**config.mk**
```make
export PLATFORM = sky130hd
export DESIGN_NAME = mult_seq
export DESIGN_NICKNAME = d
export VERILOG_FILES = /design/src/rtl/mult_seq.sv
export SDC_FILE = /design/constraint.sdc
export NUM_CORES = 1
export LEC_CHECK = 0
export CAP_MARGIN = 25
export CORE_ASPECT_RATIO = 1.1
export CORE_MARGIN = 5
export CORE_UTILIZATION = 53
export CTS_CLUSTER_DIAMETER = 60
export DETAILED_ROUTE_END_ITERATION = 7
export DONT_BUFFER_PORTS = 1
export PLACE_DENSITY = 0.7
export SETUP_SLACK_MARGIN = 0.15
export SYNTH_ARGS = -nofsm -noshare
export SYNTH_HDL_FRONTEND = slang
export SYNTH_SLANG_ARGS = --single-unit
```
**constraint.sdc**
```tcl
create_clock -name clock -period 5.7 [get_ports clock]
set_input_delay 0.57 -clock clock [delete_from_list [all_inputs] [get_ports clock]]
set_output_delay 0.57 -clock clock [all_outputs]
set_load 0.1 [all_outputs]
```
**src/rtl/mult_seq.sv**
```systemverilog
// Signed 32x32 radix-2 Booth multiplier sequencer driving one add/sub alu.
// Optional MULT_SEQ_HI_OUT_EN exposes the upper product word as data_result_hi.
module mult_seq #(
    parameter int WIDTH = 32,
    parameter int CNT_W = 6
) (
    input  logic             clock,
    input  logic             reset,
    input  logic             ctrl_MULT,
    input  logic [WIDTH-1:0] data_operandA,
    input  logic [WIDTH-1:0] data_operandB,
    output logic [WIDTH-1:0] data_result,
    output logic             data_exception,
    output logic             data_resultRDY,
`ifdef MULT_SEQ_HI_OUT_EN
    output logic [WIDTH-1:0] data_result_hi,
`endif
    output logic             busy
);

    typedef enum logic [0:0] {
        IDLE = 1'b0,
        RUN  = 1'b1
    } state_t;

    localparam logic [4:0]       OP_ADD   = 5'b00000;
    localparam logic [4:0]       OP_SUB   = 5'b00001;
    localparam logic [CNT_W-1:0] LAST_CNT = CNT_W'(WIDTH - 1);

    state_t           state_r;
    logic [WIDTH-1:0] hi_r;
    logic [WIDTH-1:0] lo_r;
    logic [WIDTH-1:0] m_r;
    logic             qm1_r;
    logic [CNT_W-1:0] count_r;

    logic [4:0]       alu_op_s;
    logic [WIDTH-1:0] alu_result_s;
    logic             alu_ovf_s;
    logic             alu_ne_unused_s;
    logic             alu_lt_unused_s;
    logic             alu_flags_unused_s;
    logic [WIDTH-1:0] sum_s;
    logic             ov_s;
    logic [WIDTH-1:0] hi_next_s;
    logic [WIDTH-1:0] lo_next_s;
    logic             exc_next_s;

    // True when the 64-bit product {hi, lo} is not a sign extension of lo.
    function automatic logic product_overflows(input logic [WIDTH-1:0] hi,
                                               input logic [WIDTH-1:0] lo);
        product_overflows = (hi != {WIDTH{lo[WIDTH-1]}});
    endfunction

    alu u_alu (
        .data_operandA  (hi_r),
        .data_operandB  (m_r),
        .ctrl_ALUopcode (alu_op_s),
        .ctrl_shiftamt  (5'd0),
        .data_result    (alu_result_s),
        .isNotEqual     (alu_ne_unused_s),
        .isLessThan     (alu_lt_unused_s),
        .overflow       (alu_ovf_s)
    );

    assign alu_flags_unused_s = alu_ne_unused_s ^ alu_lt_unused_s;

    // Booth recode of {lo[0], qm1} and the arithmetic shift of {hi, lo}.
    always_comb begin
        alu_op_s = OP_ADD;
        sum_s    = hi_r;
        ov_s     = 1'b0;
        case ({lo_r[0], qm1_r})
            2'b10: begin
                alu_op_s = OP_SUB;
                sum_s    = alu_result_s;
                ov_s     = alu_ovf_s;
            end
            2'b01: begin
                alu_op_s = OP_ADD;
                sum_s    = alu_result_s;
                ov_s     = alu_ovf_s;
            end
            default: begin
                alu_op_s = OP_ADD;
                sum_s    = hi_r;
                ov_s     = 1'b0;
            end
        endcase
        // Overflow flips the sign so hi +/- M behaves as a 33-bit value.
        hi_next_s  = {sum_s[WIDTH-1] ^ ov_s, sum_s[WIDTH-1:1]};
        lo_next_s  = {sum_s[0], lo_r[WIDTH-1:1]};
        exc_next_s = product_overflows(hi_next_s, lo_next_s);
    end

    // Sequencer state, Booth registers and registered result outputs.
    always_ff @(posedge clock) begin
        if (reset) begin
            state_r        <= IDLE;
            busy           <= 1'b0;
            hi_r           <= '0;
            lo_r           <= '0;
            m_r            <= '0;
            qm1_r          <= 1'b0;
            count_r        <= '0;
            data_result    <= '0;
            data_exception <= 1'b0;
            data_resultRDY <= 1'b0;
`ifdef MULT_SEQ_HI_OUT_EN
            data_result_hi <= '0;
`endif
        end else begin
            data_resultRDY <= 1'b0;
            case (state_r)
                IDLE: begin
                    if (ctrl_MULT) begin
                        state_r <= RUN;
                        busy    <= 1'b1;
                        m_r     <= data_operandA;
                        hi_r    <= '0;
                        lo_r    <= data_operandB;
                        qm1_r   <= 1'b0;
                        count_r <= '0;
                    end else begin
                        state_r <= IDLE;
                        busy    <= 1'b0;
                    end
                end
                RUN: begin
                    if (count_r == LAST_CNT) begin
                        data_result    <= lo_next_s;
                        data_exception <= exc_next_s;
                        data_resultRDY <= 1'b1;
`ifdef MULT_SEQ_HI_OUT_EN
                        data_result_hi <= hi_next_s;
`endif
                    end else begin
                        data_resultRDY <= 1'b0;
                    end
                    // A new start always wins over the step, even on the completion edge.
                    if (ctrl_MULT) begin
                        state_r <= RUN;
                        busy    <= 1'b1;
                        m_r     <= data_operandA;
                        hi_r    <= '0;
                        lo_r    <= data_operandB;
                        qm1_r   <= 1'b0;
                        count_r <= '0;
                    end else if (count_r == LAST_CNT) begin
                        state_r <= IDLE;
                        busy    <= 1'b0;
                        hi_r    <= hi_next_s;
                        lo_r    <= lo_next_s;
                        qm1_r   <= lo_r[0];
                        count_r <= count_r + CNT_W'(1);
                    end else begin
                        state_r <= RUN;
                        busy    <= 1'b1;
                        hi_r    <= hi_next_s;
                        lo_r    <= lo_next_s;
                        qm1_r   <= lo_r[0];
                        count_r <= count_r + CNT_W'(1);
                    end
                end
                default: begin
                    state_r <= IDLE;
                    busy    <= 1'b0;
                end
            endcase
        end
    end

endmodule

// Team 32-bit ALU: add, sub, and, or, sll, sra with signed overflow and compare flags.
module alu (
    input  logic [31:0] data_operandA,
    input  logic [31:0] data_operandB,
    input  logic [4:0]  ctrl_ALUopcode,
    input  logic [4:0]  ctrl_shiftamt,
    output logic [31:0] data_result,
    output logic        isNotEqual,
    output logic        isLessThan,
    output logic        overflow
);

    logic [31:0] sum_s;
    logic [31:0] diff_s;
    logic        add_ovf_s;
    logic        sub_ovf_s;

    assign sum_s     = data_operandA + data_operandB;
    assign diff_s    = data_operandA - data_operandB;
    assign add_ovf_s = (data_operandA[31] == data_operandB[31]) && (sum_s[31] != data_operandA[31]);
    assign sub_ovf_s = (data_operandA[31] != data_operandB[31]) && (diff_s[31] != data_operandA[31]);
    assign isNotEqual = (diff_s != 32'd0);
    assign isLessThan = diff_s[31] ^ sub_ovf_s;

    // Opcode decode; only add and sub report overflow.
    always_comb begin
        data_result = sum_s;
        overflow    = 1'b0;
        case (ctrl_ALUopcode)
            5'b00000: begin data_result = sum_s;  overflow = add_ovf_s; end
            5'b00001: begin data_result = diff_s; overflow = sub_ovf_s; end
            5'b00010: begin data_result = data_operandA & data_operandB; overflow = 1'b0; end
            5'b00011: begin data_result = data_operandA | data_operandB; overflow = 1'b0; end
            5'b00100: begin data_result = data_operandA << ctrl_shiftamt; overflow = 1'b0; end
            5'b00101: begin data_result = $signed(data_operandA) >>> ctrl_shiftamt; overflow = 1'b0; end
            default:  begin data_result = sum_s;  overflow = 1'b0; end
        endcase
    end

endmodule

```
==> summary.txt, run 1 <==
Outcome
  • Status: finished clean

Synth
  • #FFs+latches synth: 138
  • Seq/Total Area, Yosys: 0.283
  • Top_reg_cell synth: dfxtp_1
  • Synth async-reset ratio: 0
  • Mapped Nets: 1392
  • Netlist Area Pre-Place: 9750 µm²
  • Syn_area_per_cell: 7.74 µm²
  • Mapped Cells: 1259
  • Syn. warnings: 0
  • Unique masters post-synth: 93
  • Post-synth EDFFs: 0

Routing
  • Initial drt markers: 804
  • Initial DRT Pass Iterations: 6
  • Final WL: 26.8 mm
  • DR WL/cell: 18.4 µm
  • Antenna Nets Post-Route: 0
  • Total number of vias: 8893
  • DR DRC count: 0
  • Via density: 6.10

Global routing
  • GRT overflow: 0
  • Antenna violations before repair: 0
  • Total track usage: 0.245
  • Vias in the first global route: 8337
  • First-pass GRT wire length: 43.6 mm
  • Largest net degree at the start of global routing: 101

Finish
  • Commonest non-fill, non-tap cell in the layout: nor2_1
  • Area growth from synthesis to layout: 5.87%
  • Number of diodes: 0
  • Layout cells sized above 1: 0.0650
  • Most frequent cells in the layout: 193 x nor2_1, 137 x dfxtp_1, 127 x a21oi_1
  • Post-Route Utilization: 0.566
  • Final #Nets: 1335

Setup path
  • Crit path buffers/inverters: 0
  • Worst setup SP type: register
  • Worst Path Class, Setup: reg -> reg
  • Delay of the slowest critical-path stage: 0.43 ns
  • CP Cell Sequence: ha_1 -> fa_1 -> nor2b_1 -> o311ai_1 -> a31oi_1 -> a21oi_1 -> o211ai_1 -> a221oi_1 -> nor3b_2 -> or3_1 -> a2111oi_2 -> nor2_1 -> nor4_1 -> a21oi_1
  • Worst Path Required: 6.00 ns
  • Delay-heaviest family, CP: compound AO/OA/AOI/OAI gates
  • CP max-delay cell: o311ai_1
  • CP max FO: 4
  • Critical R2R Launch: hi_r[0]
  • Most frequent CP cell: a21oi_1
  • Arr. time, crit path: 4.46 ns
  • Worst R2R Path Depth: 14
  • Reg-to-Reg End: data_exception
  • Crit path capture type: register
  • Reg2Reg Setup Slack: 1.54 ns

Clock network
  • Clock latency at the later pin of the worst-skew pair: 0.42 ns
  • Hold-fix buffers, CTS: 0
  • CTS Buf Count: 17
  • Post-CTS setup buffer count: 0
  • CTS tree: done
  • Clock root cell: clkbuf_16
  • CTS HTree Levels: 4
  • Worst-path clk slew: 0.07 ns
  • Clk buf depth: 2
  • CTS-repair resized insts: 0
  • Sink Count: 138

Hold path
  • Worst hold path cell count: 1
  • Hold Path Class: in -> reg
  • Worst Hold Path EP: state_r
  • Beginning of the worst hold path: reset

Die
  • Chip height: 152 µm
  • Die width: 139 µm
  • # rows: 52
  • # IOs: 102
  • Die area: 21200 µm²
  • Core area: 18200 µm²
  • Initial core utilization: 0.535

STA
  • Final Hold Vio Count: 0
  • Slew margin rel.: 0.283
  • Post-layout minimum cycle time: 4.16 ns
  • Final slew viol count: 0
  • Final worst-path cycle share: 0.730
  • Worst Skew: 0.0115 ns
  • Setup violators final: 0
  • FMAX: 0.240 GHz
  • RSZ-0062 raised after global routing: no
  • Setup TNS: 0 ns
  • Pin slew with the least headroom to its limit: 1.07 ns

Placement
  • GPL Wtd Cong: 1.00
  • Post-DP HPWL: 19.2 mm
  • Number of I/O port buffers: 0

Power and ir drop
  • Peak VDD IR: 0.214 mV
  • Pleak: 4.19 nW
  • Post-layout power: 2.57 mW
  • Cell Pwr Density: 250 nW/µm²

Run
  • Max-cap violation count: 0
-- through the flow --
stage	cells	setup slack [ns]	area, µm²	hold slack [ns]
after floorplan	1259	2.14	9750	0.444
after global placement	1425	1.41	9740	0.452
after detailed placement	1425	1.30	9740	0.455
after CTS	1457	1.31	10300	0.201
after global routing	1458	1.21	10300	0.190
final	1458	1.54	10300	0.217
-- where the power goes --
| part | total (mW) | internal [mW] | leakage (nW) | switching (mW) |
|---|---|---|---|---|
| combinational | 0.445 | 0.173 | 2.77 | 0.272 |
| clock | 1.09 | 0.585 | 0.284 | 0.510 |
| sequential | 1.03 | 0.998 | 1.13 | 0.0373 |
| total | 2.57 | 1.76 | 4.19 | 0.820 |
-- per-layer routing --
metal,track usage,up-vias,part of all wire,routed length [µm]
met5,0,-,0,0
met4,0.0871,0,0.033,887
met3,0.0647,64,0.075,2010
met2,0.395,324,0.46,12200
met1,0.316,4128,0.44,11700
li1,-,4377,-,-
-- worst max-delay path by stage --
stage | startpoint | endpoint | slack (ns) | depth (start not counted)
after global placement | qm1_r | data_exception | 1.41 | 10
after global routing | hi_r[0] | data_exception | 1.21 | 14
after floorplan | hi_r[0] | data_exception | 2.14 | 14
after detailed placement | qm1_r | data_exception | 1.30 | 10
after CTS | qm1_r | data_exception | 1.31 | 10
final | hi_r[0] | data_exception | 1.54 | 14
-- logic make-up after synthesis --
logic type	share of synthesized area
buffers and inverters	0.0668
XOR/XNOR	0.0196
AO/OA/AOI/OAI	0.235
AND/OR/NAND/NOR	0.207
adder cells (fa/ha/maj)	0.0863
multiplexers	0.102
flip-flops	0.283
-- cells in the mapped netlist (all sizes together), types with 9 or more instances --
| cell type | number | share of area |
|---|---|---|
| a21o | 12 | 0.0092 |
| a211oi | 26 | 0.021 |
| o21ai | 41 | 0.021 |
| o211ai | 11 | 0.0085 |
| a31oi | 19 | 0.012 |
| dfxtp | 138 | 0.28 |
| mux2i | 96 | 0.099 |
| ha | 64 | 0.082 |
| buf | 26 | 0.016 |
| nor4 | 14 | 0.0096 |
| nor2 | 193 | 0.074 |
| inv | 70 | 0.027 |
| xnor2 | 14 | 0.013 |
| nand3 | 21 | 0.011 |
| nand2 | 117 | 0.045 |
| o31ai | 14 | 0.011 |
| clkbuf | 58 | 0.022 |
| nand4 | 13 | 0.0083 |
| o21a | 9 | 0.0069 |
| a21oi | 132 | 0.071 |
| nor3 | 24 | 0.013 |
-- layout make-up --
class,instances,area [µm²]
multi-input cells,964,6330
well taps,243,304
repair buffers,8,60.1
clock inverters,15,146
clock buffers,17,425
inverters,73,280
fillers,1751,7900
flip-flops and latches,138,2770
-- registers in the layout, summed over array words and instances, names as in the netlist --
name	cells
qm1_r	1
data_exception	1
hi_r	32
count_r	6
state_r	1
data_result	32
lo_r	32
data_resultRDY	1
m_r	32
Note: power is estimated with default switching activity, not from simulation.
==> run 2: changes to the inputs <==
==> constraint.sdc (replaced) <==
create_clock -name clock -period 4.27 [get_ports clock]
set_input_delay 0.427 -clock clock [delete_from_list [all_inputs] [get_ports clock]]
set_output_delay 0.427 -clock clock [all_outputs]
set_load 0.1 [all_outputs]
==> summary.txt, run 2 (same netlist as run 1, synthesis figures left out) <==
Finish
  • Number of diodes: 0
  • Most frequent cells in the layout: 193 x nor2_1, 137 x dfxtp_1, 127 x a21oi_1
  • Final #Nets: 1343
  • Post-Route Utilization: 0.570
  • Area growth from synthesis to layout: 6.62%
  • Layout cells sized above 1: 0.0760
  • Commonest non-fill, non-tap cell in the layout: nor2_1

Global routing
  • GRT overflow: 0
  • Vias in the first global route: 8674
  • First-pass GRT wire length: 44.7 mm
  • Antenna violations before repair: 1
  • Total track usage: 0.252
  • Largest net degree at the start of global routing: 101

Setup path
  • Worst Path Class, Setup: reg -> reg
  • Worst Path Required: 4.58 ns
  • Crit path capture type: register
  • Worst setup SP type: register
  • Arr. time, crit path: 4.21 ns
  • CP max FO: 8

Die
  • # IOs: 102
  • Die width: 139 µm
  • Initial core utilization: 0.535
  • Core area: 18200 µm²
  • Die area: 21200 µm²
  • # rows: 52
  • Chip height: 152 µm

Clock network
  • Sink Count: 138
  • CTS-repair resized insts: 0
  • Hold-fix buffers, CTS: 0
  • Worst-path clk slew: 0.07 ns
  • Clock latency at the later pin of the worst-skew pair: 0.43 ns
  • Clk buf depth: 2
  • CTS Buf Count: 17
  • CTS tree: done
  • CTS HTree Levels: 4
  • Clock root cell: clkbuf_16
  • Post-CTS setup buffer count: 0

STA
  • FMAX: 0.256 GHz
  • RSZ-0062 raised after global routing: no
  • Final Hold Vio Count: 0
  • Setup violators final: 0
  • Final slew viol count: 0
  • Slew margin rel.: 0.268
  • Hold Worst Slack: 0.0626 ns
  • Pin slew with the least headroom to its limit: 1.10 ns
  • Setup ws final: 0.366 ns
  • Final worst-path cycle share: 0.914
  • Post-layout minimum cycle time: 3.90 ns
  • Worst Skew: 0.0122 ns
  • Setup TNS: 0 ns

Routing
  • DR WL/cell: 18.8 µm
  • Final WL: 27.5 mm
  • Initial drt markers: 627
  • Antenna Nets Post-Route: 0
  • Via density: 6.14
  • Initial DRT Pass Iterations: 5
  • Total number of vias: 9006
  • DR DRC count: 0

Run
  • Max-cap violation count: 0

Hold path
  • Hold Path Class: in -> reg

Outcome
  • Status: finished clean

Placement
  • GPL Wtd Cong: 0.968
  • Placement Setup Slack: 0.207 ns
  • Number of I/O port buffers: 0
  • Post-DP HPWL: 19.4 mm

Power and ir drop
  • Cell Pwr Density: 331 nW/µm²
  • Post-layout power: 3.44 mW
  • Pleak: 4.20 nW
  • Peak VDD IR: 0.290 mV
## run 2: cell count changes in the layout (fill, tap and decap cells not counted), sizes merged
cell,change
buf,+8
inv,-3
clkinvlp,+2
clkbuf,+1
## run 2: critical path: stages (launching register included)
cell and delay, ns:
dfxtp_1 0.37, inv_1 0.05, ha_1 0.47, a211oi_1 0.13
o21a_2 0.27, a2111oi_4 0.45, a31o_2 0.30, or3b_1 0.39
nand4_1 0.11, o211ai_1 0.14, or4bb_1 0.51, a211oi_2 0.16
nor2_1 0.08, nor4_1 0.24, a21oi_1 0.10
## run 2: layer usage
| metal | GRT usage | up-vias | part of all wire |
|---|---|---|---|
| li1 | - | 4383 | - |
| met1 | 0.311 | 4174 | 0.43 |
| met2 | 0.417 | 364 | 0.46 |
| met3 | 0.0716 | 83 | 0.078 |
| met4 | 0.0965 | 2 | 0.033 |
| met5 | 0 | - | 0.00073 |
## run 2: final timing paths
kind | cells after the start | to | start | slack (ns)
worst max-delay path | 14 | data_exception | m_r[2] | 0.37
worst min-delay path | 1 | data_result[16] | reset | 0.06
worst max register to register | 14 | data_exception | m_r[2] | 0.37
worst min register to register | 2 | data_result[17] | lo_r[18] | 0.46
## run 2: metrics by stage
step	cells	instance area, µm²
after global routing	1466	10400
after floorplan	1259	9750
after global placement	1434	9810
after detailed placement	1434	9810
after CTS	1466	10400
final	1466	10400
## run 2: area by class of cell
cell class	count	area, µm²
Fill cell	1730	7830
Inverter	73	280
Tap cell	243	304
Clock buffer	18	429
Timing Repair Buffer	16	120
Sequential cell	138	2770
Multi-Input combinational cell	964	6360
Clock inverter	14	126
## run 2: power by group
group          leakage, nW  internal (mW)  switching, mW
Clock                0.265          0.768          0.681
Sequential            1.13           1.33         0.0478
Combinational         2.81          0.236          0.371
==> run 3: changes to the inputs <==
--- a/config.mk
+++ b/config.mk
@@ -9,6 +9,7 @@
 export CORE_ASPECT_RATIO = 1.1
 export CORE_MARGIN = 5
 export CORE_UTILIZATION = 53
+export CTS_BUF_LIST = sky130_fd_sc_hd__clkbuf_4 sky130_fd_sc_hd__clkbuf_8 sky130_fd_sc_hd__clkbuf_16
 export CTS_CLUSTER_DIAMETER = 60
 export DETAILED_ROUTE_END_ITERATION = 7
 export DONT_BUFFER_PORTS = 1
==> summary.txt, run 3 (same netlist as run 1, synthesis figures left out) <==
Outcome
  • Status: finished clean

Global routing
  • Vias in the first global route: 8677
  • Total track usage: 0.252
  • Grt met2 use: 0.417
  • Antenna violations before repair: 1
  • M1 GR Usage: 0.311
  • GRT overflow: 0
  • First-pass GRT wire length: 44.7 mm
  • Busiest grt layer: met2
  • Largest net degree at the start of global routing: 101
  • Met3 Use GR: 0.0716

Routing
  • DR DRC count: 0
  • Initial DRT Pass Iterations: 5
  • DR WL/cell: 18.7 µm
  • Final WL: 27.4 mm
  • Via density: 6.09
  • Initial drt markers: 659
  • Antenna Nets Post-Route: 0
  • Total number of vias: 8931

Die
  • Chip height: 152 µm
  • # rows: 52
  • Die area: 21200 µm²
  • # IOs: 102
  • Core area: 18200 µm²
  • Initial core utilization: 0.535
  • Die width: 139 µm

Clock network
  • Hold-fix buffers, CTS: 0
  • CTS Buf Count: 17
  • Sink Count: 138
  • Clock latency at the later pin of the worst-skew pair: 0.43 ns
  • Worst-path clk slew: 0.07 ns
  • CTS-repair resized insts: 0
  • CTS tree: done
  • CTS HTree Levels: 4
  • Post-CTS setup buffer count: 0
  • Clock root cell: clkbuf_16
  • Clk buf depth: 2

Setup path
  • Worst Path Class, Setup: reg -> reg
  • Arr. time, crit path: 4.23 ns
  • CP max FO: 8
  • Crit path capture type: register
  • Crit path buffers/inverters: 1
  • Worst setup SP type: register
  • Reg2Reg Setup Slack: 0.35 ns
  • Critical R2R Launch: m_r[2]
  • Delay of the slowest critical-path stage: 0.52 ns
  • Reg-to-Reg End: data_exception
  • CP Cell Sequence: inv_1 -> ha_1 -> a211oi_1 -> o21a_2 -> a2111oi_4 -> a31o_2 -> or3b_1 -> nand4_1 -> o211ai_1 -> or4bb_1 -> a211oi_2 -> nor2_1 -> nor4_1 -> a21oi_1
  • Delay-heaviest family, CP: compound AO/OA/AOI/OAI gates
  • Worst Path Required: 4.58 ns
  • Worst Setup SP: m_r[2]
  • Worst R2R Path Depth: 14
  • CP max-delay cell: or4bb_1

STA
  • Final slew viol count: 0
  • Worst Skew: 0.0111 ns
  • Post-layout minimum cycle time: 3.92 ns
  • FMAX: 0.255 GHz
  • RSZ-0062 raised after global routing: no
  • Pin slew with the least headroom to its limit: 1.10 ns
  • Final Hold Vio Count: 0
  • Setup TNS: 0 ns
  • Final worst-path cycle share: 0.919
  • Setup violators final: 0
  • Slew margin rel.: 0.267

Hold path
  • Beginning of the worst hold path: reset
  • Worst hold path cell count: 1
  • Worst Hold Path EP: data_result[16]
  • Hold Path Class: in -> reg

Placement
  • GPL Wtd Cong: 0.968
  • Placed Cells: 1434
  • Post-DP HPWL: 19.4 mm
  • Number of I/O port buffers: 0

Finish
  • Post-Route Utilization: 0.571
  • Fill count: 1731
  • Commonest non-fill, non-tap cell in the layout: nor2_1
  • Final #Nets: 1343
  • Most frequent cells in the layout: 193 x nor2_1, 137 x dfxtp_1, 127 x a21oi_1
  • Non-Filler Instances: 1466
  • Number of diodes: 0
  • Area growth from synthesis to layout: 6.66%
  • Layout cells sized above 1: 0.0769

Power and ir drop
  • Peak VDD IR: 0.289 mV
  • Pleak: 4.21 nW
  • Cell Pwr Density: 330 nW/µm²

Run
  • Max-cap violation count: 0
run 3: routing by layer:
metal,part of all wire,up-vias,wire length (µm)
li1,-,4386,-
met1,0.43,4147,11700
met2,0.46,329,12700
met3,0.079,67,2180
met4,0.030,2,826
met5,0.00073,-,20
run 3: worst max path at each step:
stage / endpoint / slack [ns] / cells past startpoint
4_1_cts: data_exception / 0.20 / 14
3_3_place_gp: data_exception / 0.32 / 14
3_5_place_dp: data_exception / 0.21 / 14
6_report: data_exception / 0.35 / 14
5_1_grt: data_exception / 0.13 / 14
2_1_floorplan: data_exception / 0.71 / 14
run 3: report_power, final:
part	total, mW	switching (mW)	internal [mW]
sequential	1.38	0.0477	1.33
clock	1.45	0.673	0.774
combinational	0.606	0.370	0.236
total	3.43	1.09	2.34
run 3: through the flow:
step	cell area, µm²	hold WS [ns]	power (mW)	setup WS (ns)
2_1_floorplan	9750	0.444	1.90	0.712
3_3_place_gp	9810	0.450	1.99	0.320
3_5_place_dp	9810	0.455	2.00	0.207
4_1_cts	10400	0.0552	3.44	0.197
5_1_grt	10400	0.0483	3.59	0.125
6_report	10400	0.0637	3.43	0.347
run 3: final cells by class:
type / count / area [µm²] / area share
multi-input combinational: 964 / 6360 / 0.612
sequential: 138 / 2770 / 0.266
clock buffer: 18 / 433 / 0.0416
tap: 243 / 304 / 0.0292
inverter: 73 / 280 / 0.0270
clock inverter: 14 / 126 / 0.0122
timing repair buffer: 16 / 120 / 0.0116
==> edit (settings of run 2) <==
The option `MULT_SEQ_HI_OUT_EN` is turned on by a define.
--- a/src/rtl/mult_seq.sv
+++ b/src/rtl/mult_seq.sv
@@ -1,5 +1,7 @@
 // Signed 32x32 radix-2 Booth multiplier sequencer driving one add/sub alu.
 // Optional MULT_SEQ_HI_OUT_EN exposes the upper product word as data_result_hi.
+`define MULT_SEQ_HI_OUT_EN
+
 module mult_seq #(
     parameter int WIDTH = 32,
     parameter int CNT_W = 6
Behaviour (old outputs only; new: data_result_hi): same outputs for any inputs over 4 cycles, from zero or initial values and one cycle with reset high; that may be too few to reach the edited logic, so the function may still have changed.
==> edit against run 2 <==
- sequential share of layout area grew 2.8 points
- worst hold slack gained 0.011 ns
- total power grew 12%
- synthesized area grew 13%
- routed wire length grew 15%
- clock skew grew 0.0028 ns
- die area grew 12%
- cell area grew 11%
- sequential cell count grew 32
- setup slack gained 0.054 ns
- cell count grew 10%
- critical endpoint unchanged
==> edit: results (changes against run 2) <==
M2 GR Usage=39.39% (was 41.66%); post-DP HPWL=22,810 um (was 19,360 um); sequential share of the synthesized area=30.79% (was 28.35%); P_leak=4.578 nW (was 4.203 nW); via count=9,975 (was 9,006); All-Layer GR Usage=26.08% (was 25.22%); Placed Area=0.01099 mm^2 (was 0.009806 mm^2); routed length on met3=3270 um (was 2143 um); Critical Path Fanout Max=11 (was 8); Crit path arrival time=4.15 ns (was 4.21 ns); # placed instances=1,583 (was 1,434); post-DR vias/cell=6.180 (was 6.143); Avg Cell Area, Syn=7.872 um^2 (was 7.741 um^2); combinational power share=16.2% (was 17.7%); drt first pass iters=5 (unchanged); Post-Route WL=31,570 um (was 27,530 um); Fillers=1,908 (was 1,730); post-synth cell types=99 (was 93); top cells by count, synth=211 x nor2_1, 170 x dfxtp_1, 156 x a21oi_1 (was 193 x nor2_1, 138 x dfxtp_1, 127 x a21oi_1); uppermost layer routed=met4 (was met5); Rel. slew slack=27.79% (was 26.76%); r2r setup slk=0.42 ns (was 0.37 ns); P_comb=620 uW (was 607 uW); first-pass GRT wire length=50,920 um (was 44,660 um); GR Layer Usage met3=8.838% (was 7.156%); crit-path leading delay family=simple AND/OR/NAND/NOR gates (was compound AO/OA/AOI/OAI gates); Hold WS=0.07344 ns (was 0.06263 ns); Placer Congestion=0.9854 (was 0.9684); Psw=1.194 mW (was 1.100 mW); Synth area leaders=dfxtp_1 31%, mux2i_1 8.7%, ha_1 7.2%, nor2_1 7.2%, a21oi_1 7.1% (was dfxtp_1 28%, mux2i_1 9.9%, ha_1 8.2%, nor2_1 7.4%, a21oi_1 6.5%); initial antenna violation count=0 (was 1); worst r2r path cells=13 (was 14); status=complete, no violations (unchanged); DRT iter0 DRCs=1,028 (was 627); pre-CTS setup slack=0.3057 ns (was 0.2070 ns); GR Layer Usage met1=35.37% (was 31.14%); DRT met1 WL=13,950 um (was 11,760 um); RR Startpoint=m_r[5]$_SDFFE_PP0P_ (was m_r[2]$_SDFFE_PP0P_); slowest CP cell=or4_1 (was or4bb_1); layout cells sized above 1=7.585% (was 7.604%); CP max stage delay=0.65 ns (was 0.51 ns); WHS Endpoint=data_result[16]$_SDFFE_PP0P_ (unchanged); peak supply drop=274.6 uV (was 289.6 uV); Clock Skews=0.01500 ns (was 0.01222 ns); Clock group=1.53 mW (was 1.45 mW); vias in the first global route=9,548 (was 8,674)
==> edit: changes by cell type in the layout (fill, tap and decap cells not counted), moves of 8 or more <==
cell	change
nand4_1	+8
nand2_1	+25
a31oi_1	-12
dfxtp_1	+32
nor3_1	+9
a21oi_1	+29
nor2_1	+18
o21ai_1	+9
a211oi_1	+18
==> edit: cells by family (layout without fill, tap and decap cells) <==
logic type	Yosys count	after routing	share of synthesized area, %
simple gates	496	496	20.28
compound gates	384	384	23.06
flops	170	170	30.79
buf+inv	162	116	7.121
mux	99	99	9.000
fa+ha+maj	66	66	7.608
xor+xnor	27	27	2.140
==> edit: layout make-up <==
type	instances	area, um^2	share of cell area (%)
Clock buffer	17	425.4	3.676
Tap cell	256	320.3	2.768
Multi-Input combinational cell	1072	6874	59.39
Inverter	65	244.0	2.108
Timing Repair Buffer	20	150.1	1.297
Clock inverter	14	152.6	1.319
Sequential cell	170	3407	29.44
==> edit: worst max path at each step <==
stage	cells after the start	from	slack, ns	end
3_5_place_dp	13	m_r[5]$_SDFFE_PP0P_	0.31	data_exception$_SDFFE_PP0P_
4_1_cts	13	m_r[5]$_SDFFE_PP0P_	0.29	data_exception$_SDFFE_PP0P_
5_1_grt	12	hi_r[10]$_SDFFE_PP0P_	0.16	data_exception$_SDFFE_PP0P_
2_1_floorplan	13	hi_r[0]$_SDFFE_PP0P_	1.08	data_exception$_SDFFE_PP0P_
6_report	13	m_r[5]$_SDFFE_PP0P_	0.42	data_exception$_SDFFE_PP0P_
3_3_place_gp	13	m_r[5]$_SDFFE_PP0P_	0.29	data_exception$_SDFFE_PP0P_
==> edit: repair_timing <==
item / CTS / global route
hold buffers: 0 / 0
endpoints found under the setup margin: 0 / 1
hold endpoints to repair: 0 / 0
gates resized for setup: 0 / 2
